$ cat config.mk
export PLATFORM = sky130hd
export DESIGN_NAME = mult_share_ctrl
export DESIGN_NICKNAME = d
export VERILOG_FILES = /design/src/rtl/mult_share_pkg.sv /design/src/rtl/mult_share_ctrl_core.sv /design/src/rtl/mult_share_ctrl.sv
export SDC_FILE = /design/constraint.sdc
export NUM_CORES = 1
export LEC_CHECK = 0
export CORE_MARGIN = 2
export CORE_UTILIZATION = 55
export DETAILED_ROUTE_END_ITERATION = 8
export GPL_TIMING_DRIVEN = 0
export PLACE_DENSITY = 0.94
export SETUP_SLACK_MARGIN = 0.15
export SLEW_MARGIN = 20
export SYNTH_ARGS = -nofsm -noshare
export SYNTH_HDL_FRONTEND = slang
export SYNTH_SLANG_ARGS = --single-unit
$ cat constraint.sdc
create_clock -name clk -period 7.3 [get_ports clk]
set_input_delay 1.46 -clock clk [delete_from_list [all_inputs] [get_ports clk]]
set_output_delay 1.46 -clock clk [all_outputs]
set_load 0.02 [all_outputs]
$ cat src/rtl/mult_share_pkg.sv
// Shared definitions for the two-requester multiplier sharing controller:
// FSM state encodings, default widths and requester id constants.
package mult_share_pkg;

    localparam int OP_W_DEF = 6;
    localparam int P_W_DEF  = 10;

    typedef enum logic [1:0] {
        ST_IDLE = 2'd0,
        ST_CALC = 2'd1,
        ST_RESP = 2'd2
    } state_e;

    localparam logic REQ_ID0 = 1'b0;
    localparam logic REQ_ID1 = 1'b1;

endpackage

$ cat src/rtl/mult_share_ctrl_core.sv
// mult_core: combinational signed OP_W x OP_W partial-product multiplier.
// Delivers the low P_W bits of the two's-complement product.
module mult_core #(
    parameter int OP_W = 6,
    parameter int P_W  = 10
) (
    input  logic signed [OP_W-1:0] a,
    input  logic signed [OP_W-1:0] b,
    output logic        [P_W-1:0]  p
);

    logic [P_W-1:0] w_a_ext;
    logic [P_W-1:0] w_pp;
    logic [P_W-1:0] w_sum;

    assign w_a_ext = P_W'(a);

    // The partial product of b's sign bit carries weight -2^(OP_W-1), so it is subtracted.
    always_comb begin
        w_sum = '0;
        w_pp  = '0;
        for (int i = 0; i < OP_W; i++) begin
            w_pp = b[i] ? (w_a_ext << i) : '0;
            if (i == OP_W - 1) begin
                w_sum = w_sum - w_pp;
            end else begin
                w_sum = w_sum + w_pp;
            end
        end
    end

    assign p = w_sum;

endmodule

$ cat src/rtl/mult_share_ctrl.sv
// Shares one mult_core between two requesters: round-robin arbitration, operand
// registers, CALC_CYC settle cycles, valid/ready response. MULT_SHARE_FIXED_PRIO_EN selects fixed priority.
module mult_share_ctrl
    import mult_share_pkg::*;
#(
    parameter int OP_W     = OP_W_DEF,
    parameter int P_W      = P_W_DEF,
    parameter int CALC_CYC = 1
) (
    input  logic            clk,
    input  logic            rst_n,
    input  logic            req0_valid,
    input  logic [OP_W-1:0] req0_a,
    input  logic [OP_W-1:0] req0_b,
    output logic            req0_ready,
    input  logic            req1_valid,
    input  logic [OP_W-1:0] req1_a,
    input  logic [OP_W-1:0] req1_b,
    output logic            req1_ready,
    output logic            rsp_valid,
    output logic            rsp_id,
    output logic [P_W-1:0]  rsp_p,
    input  logic            rsp_ready,
    output logic            busy
);

    localparam logic [3:0] CNT_LAST = 4'(CALC_CYC - 1);

    state_e          r_state;
    state_e          w_state_nxt;
    logic [OP_W-1:0] r_op_a;
    logic [OP_W-1:0] r_op_b;
    logic [3:0]      r_cnt;
    logic            r_rsp_id;
    logic [P_W-1:0]  r_rsp_p;
    logic [P_W-1:0]  w_core_p;
    logic            w_idle;
    logic            w_any_vld;
    logic            w_grant;
    logic            w_accept;
    logic            w_calc_done;
    logic            w_rsp_fire;

    assign w_idle      = (r_state == ST_IDLE);
    assign w_any_vld   = req0_valid | req1_valid;
    assign w_accept    = w_idle & w_any_vld;
    assign w_calc_done = (r_state == ST_CALC) && (r_cnt == CNT_LAST);
    assign w_rsp_fire  = (r_state == ST_RESP) & rsp_ready;

`ifdef MULT_SHARE_FIXED_PRIO_EN
    assign w_grant = req0_valid ? REQ_ID0 : REQ_ID1;
`else
    logic r_last_grant;

    always_comb begin
        w_grant = REQ_ID0;
        if (req0_valid && req1_valid) begin
            w_grant = ~r_last_grant;
        end else if (req1_valid) begin
            w_grant = REQ_ID1;
        end
    end

    // Reset to requester 1 so requester 0 wins the first tie.
    always_ff @(posedge clk or negedge rst_n) begin
        if (!rst_n) begin
            r_last_grant <= REQ_ID1;
        end else if (w_accept) begin
            r_last_grant <= w_grant;
        end
    end
`endif

    assign req0_ready = w_accept & (w_grant == REQ_ID0);
    assign req1_ready = w_accept & (w_grant == REQ_ID1);

    always_comb begin
        w_state_nxt = r_state;
        case (r_state)
            ST_IDLE: if (w_accept)    w_state_nxt = ST_CALC;
            ST_CALC: if (w_calc_done) w_state_nxt = ST_RESP;
            ST_RESP: if (w_rsp_fire)  w_state_nxt = ST_IDLE;
            default:                  w_state_nxt = ST_IDLE;
        endcase
    end

    always_ff @(posedge clk or negedge rst_n) begin
        if (!rst_n) begin
            r_state <= ST_IDLE;
        end else begin
            r_state <= w_state_nxt;
        end
    end

    always_ff @(posedge clk or negedge rst_n) begin
        if (!rst_n) begin
            r_op_a   <= '0;
            r_op_b   <= '0;
            r_cnt    <= '0;
            r_rsp_id <= REQ_ID0;
            r_rsp_p  <= '0;
        end else begin
            if (w_accept) begin
                r_op_a   <= (w_grant == REQ_ID1) ? req1_a : req0_a;
                r_op_b   <= (w_grant == REQ_ID1) ? req1_b : req0_b;
                r_rsp_id <= w_grant;
                r_cnt    <= '0;
            end else if ((r_state == ST_CALC) && !w_calc_done) begin
                r_cnt <= r_cnt + 4'd1;
            end
            if (w_calc_done) begin
                r_rsp_p <= w_core_p;
            end
        end
    end

    mult_core #(
        .OP_W (OP_W),
        .P_W  (P_W)
    ) u_mult_core (
        .a (r_op_a),
        .b (r_op_b),
        .p (w_core_p)
    );

    assign rsp_valid = (r_state == ST_RESP);
    assign rsp_id    = r_rsp_id;
    assign rsp_p     = r_rsp_p;
    assign busy      = ~w_idle;

endmodule

Word level (Yosys, flattened, before mapping). Index checks and enable logic that the tools add are counted.

Output and inout bits: 15. Register bits after elaboration: 30. Logic and storage cells: 50. Input port bits: 29.

Add/subtract/negate cells: 6. Reduce and logical (&&, ||, !) cells: 8. Equal/unequal tests: 5. Multiplexer cells: 16. Bitwise gates (word level): 8.

Operator list (count): $mux 10 (6); $add 10x10->10 (4); $mux 6 (2); $sub 10x10->10 (1); $mux 4 (2); $mux 2 (3); $pmux 2 s3 (1); $add 4x1->4 const B (1); $and 1x1->1 (4); $logic_not 4->1 (1); $ne 2x1->1 const B (2); $logic_and 1x1->1 (3); $not 1->1 (3); $reduce_and 3->1 (1); $eq 2x1->1 const B (1); $eq 2x2->1 const B (1); $logic_not 2->1 (1); $mux 1 (2); $ne 2x2->1 const B (1); $reduce_bool 2->1 (1); $logic_not 1->1 (1); $or 1x1->1 (1).

Longest topological paths before layout.
Depth in word-level cells: 6. Depth in mapped cells: 14. Depth with buffers taken out: 13.

By module. A second synthesis with hierarchy kept.

Cell total of the unflattened synthesis: 234. Area, all modules: 2472.4 µm².

Modules (own cells, without submodules): mult_share_ctrl (area an instance 1358.8 µm², times used 1, sequential area each 752.0 µm², cells an instance 107); mult_core (area an instance 1113.6 µm², times used 1, sequential area each 0.0 µm², cells an instance 127).

Worst setup path after synthesis. No wires, ideal clock.

Path type: input -> output. Start point: input req1_valid. End point: output req0_ready. Required time: 5840 ps. Path slack: 3672 ps. Data arrival time: 2168 ps. Buffers on the path: 1. Stages on the path: 4. Path through: inv_1 -> o21ai_0 -> nor2_1 -> clkbuf_1.

Word-level cells in the longest chain between the ends: 4. Elaborated cells on any way between the ends: 7. Classes of those cells: mux (2); bitwise (4); reduce/logical (1).

Ends and longest elaborated chain: start: declaration (line mult_share_ctrl.sv:16) `input logic req1_valid,`; $mux 1 / $logic_and 1x1->1 (equally long branches) (line mult_share_ctrl.sv:59, mult_share_ctrl.sv:57); $mux 1 (line mult_share_ctrl.sv:57) `if (req0_valid && req1_valid) begin`; $not 1->1 (line mult_share_ctrl.sv:74) `assign req0_ready = w_accept & (w_grant == REQ_ID0);`; $and 1x1->1 (*) (line mult_share_ctrl.sv:74); end: declaration (line mult_share_ctrl.sv:15) `output logic req0_ready,`.

Mark *: on every way between the ends. The rest lies on a longest branch, timed or not.

Worst setup path after layout.
Start point: input req0_valid. End point: output req0_ready.

Word-level cells in the longest chain between the ends: 4. Elaborated cells on any way between the ends: 6. Classes of those cells: mux (1); bitwise (4); reduce/logical (1).

Ends and longest elaborated chain: start: declaration (line mult_share_ctrl.sv:12) `input logic req0_valid,`; $logic_and 1x1->1 (line mult_share_ctrl.sv:57); $mux 1 (line mult_share_ctrl.sv:57); $not 1->1 (line mult_share_ctrl.sv:74); $and 1x1->1 (*) (line mult_share_ctrl.sv:74).

Marks and branches as above.

==> flow_metrics.env <==
export IMPL_outcome="finished, final reports clean"
export IMPL_holdCritPathClass="reg2reg"
export IMPL_synth_cell_types=33
export IMPL_route_detailed_drc=0
export IMPL_grt_overflow=0
export IMPL_io_buffers=43
export IMPL_avgSynthCellArea_um2=10.12
export IMPL_maxCapViolations=0
export IMPL_synth_edff_count=0
export IMPL_initial_core_util_pct=57.85
export IMPL_arrival_ns=3.40
export IMPL_vias_per_cell=5.285
export IMPL_cp_required_ns=5.84
export IMPL_post_cts_buffers=0
export IMPL_slowest_delay_ns=0.69
export IMPL_crit_buf_inv=3
export IMPL_crit_family="buffers and inverters"
export IMPL_yosysSeqAreaShare_pct=32.04
export IMPL_mostFrequentLayoutCell="inv_1"
export IMPL_grt_use_total_pct=20.41
export IMPL_cts_buffer_depth=2
export IMPL_wl_per_cell_um=13.67
export IMPL_r2r_start="r_op_b[0]$_DFFE_PN0P_"
export IMPL_finalSetupViolCount=0
export IMPL_cp_max_fo=10
export IMPL_final_cell_mix="inv_1, clkdlybuf4s50_1, nand2_1"
export IMPL_startpoint="req0_valid"
export IMPL_worstMarginPinSlew_ns=0.6481
export IMPL_crit_type="in2out"
export IMPL_cts_made_buffers=5
export IMPL_fin_crit_ns=4.862
export IMPL_die_w_um=69.33
export IMPL_cts_hold_buf=0
export IMPL_crit_top_cell="clkdlybuf4s50_1"
export IMPL_cts_sinks=30
export IMPL_ys_warnings_count=0
export IMPL_syn_num_nets=298
export IMPL_reg2reg_setup_slack_ns=3.53
export IMPL_synth_seq_cells=30
export IMPL_synth_top_area_share_pct=30.92
export IMPL_ctsResizeCount=0
export IMPL_drtIter0Drc=104
export IMPL_insertion_delay_ns=0.28
export IMPL_async_flop_share_pct=100.0
export IMPL_area_growth_pct=24.68
export IMPL_fin_nets=348
export IMPL_grt_setup_unrepaired="no"
export IMPL_drive_gt1_share_pct=7.774
export IMPL_cp_end_kind="output pin"
export IMPL_slew_headroom_pct=56.79
export IMPL_diodes=0
export IMPL_crit_cells=5
export IMPL_setup_worst_path_end="req0_ready"
export IMPL_row_count=23
export IMPL_hold_viol=0
export IMPL_ios=44
export IMPL_cts_tree="done"
export IMPL_cp_start_kind="primary input"
export IMPL_ys_flop_type="dfrtp_1"
export IMPL_grt_max_degree=31
export IMPL_fmax_ghz=0.2057
export IMPL_vias=1760
export IMPL_core_area_um2=4058
export IMPL_htree_levels=2
export IMPL_rr_worst_depth=13
export IMPL_die_h_um=69.33
export IMPL_clkTransAtPathRegs_ns=0.06
export IMPL_period_share_pct=66.61
export IMPL_fin_skew_ns=0.007508
export IMPL_grt_pass1_vias=1849
export IMPL_ant_nets=0
export IMPL_grt_pass1_wl_mm=7.941
export IMPL_min_path_cells=1
export IMPL_first_pass_iters=7
export IMPL_netlist_top_cell_by_area="dfrtp_1"
export IMPL_place_congestion=0.8667
export IMPL_die_area_um2=4806
export IMPL_routed_wl_mm=4.552
export IMPL_syn_inst=232
export IMPL_finalMaxSlewViolations=0
export IMPL_antenna_found_initial=0
export IMPL_rr_endpoint="rsp_p[8]$_DFFE_PN0P_"
export IMPL_synthTopCellsByArea="dfrtp_1, fa_1, ha_1"
export IMPL_fin_setup_tns_ns=0
export IMPL_dp_hpwl_mm=3.733
export IMPL_crit_chain="clkdlybuf4s50_1, o21ai_0, nor2_1, clkbuf_1, clkdlybuf4s50_1"
export IMPL_synthesis_area_um2=2347
export IMPL_critical_path_slowest_cell="clkdlybuf4s50_1"
export IMPL_ctsRootBufferMaster="clkbuf_8"
==> Yosys cell counts (all sizes together), types with 5 or more instances <==
cell,count
ha,15
nand2,30
xor2,5
nor2,8
dfrtp,29
xnor2,5
a222oi,12
and2,14
inv,49
fa,22
o21ai,10
==> routing by layer <==
layer / vias to the layer above / global-route usage, % / part of all wire [%]
met5: - / 0 / 0
met4: 0 / 6.536 / 1.4
met3: 7 / 3.779 / 4.5
met2: 56 / 35.79 / 53
met1: 853 / 25.46 / 41
li1: 844 / - / -
==> registers in the layout, summed over array words and instances, names as in the netlist <==
register      count
rsp_p            10
r_op_b            6
rsp_id            1
r_op_a            6
r_last_grant      1
r_cnt             4
r_state           2
==> worst min-delay path by stage <==
stage	end	startpoint	slack [ns]
after CTS	rsp_id$_DFFE_PN0P_	rsp_id$_DFFE_PN0P_	0.48
after global placement	rsp_p[5]$_DFFE_PN0P_	rsp_p[5]$_DFFE_PN0P_	0.46
after detailed placement	rsp_id$_DFFE_PN0P_	rsp_id$_DFFE_PN0P_	0.47
after global routing	rsp_id$_DFFE_PN0P_	rsp_id$_DFFE_PN0P_	0.51
final	rsp_id$_DFFE_PN0P_	rsp_id$_DFFE_PN0P_	0.48
after floorplan	r_last_grant$_DFFE_PN1P_	r_last_grant$_DFFE_PN1P_	0.51
==> cell type report <==
type | instances | area (um2)
clock inverters | 1 | 5.005
clock buffers | 7 | 86.33
fillers | 282 | 1131
well taps | 50 | 62.56
repair buffers | 43 | 425.4
inverters | 49 | 183.9
flip-flops and latches | 30 | 752.0
plain buffers | 6 | 32.53
multi-input cells | 147 | 1379
==> per-stage QoR <==
step	hold slack (ns)	cell area [um2]	setup WS [ns]	utilization (%)	std cells
2_1_floorplan	0.5051	2347	3.672	-	232
4_1_cts	0.4837	2927	2.446	72.12	333
6_report	0.4780	2927	2.438	72.12	333
5_1_grt	0.5058	2927	2.349	72.12	333
3_5_place_dp	0.4693	2835	2.456	69.87	325
3_3_place_gp	0.4610	2840	2.508	70.00	325
==> kinds of logic after synthesis <==
logic type / synth area share (%)
AO/OA/AOI/OAI: 11.03
multiplexers: 1.866
XOR/XNOR: 6.663
buffers and inverters: 9.221
flip-flops: 32.04
adder cells (fa/ha/maj): 26.76
AND/OR/NAND/NOR: 12.42
Power is not shown: default switching activity piles up to over one toggle a cycle in this logic, so the estimate is an artifact.
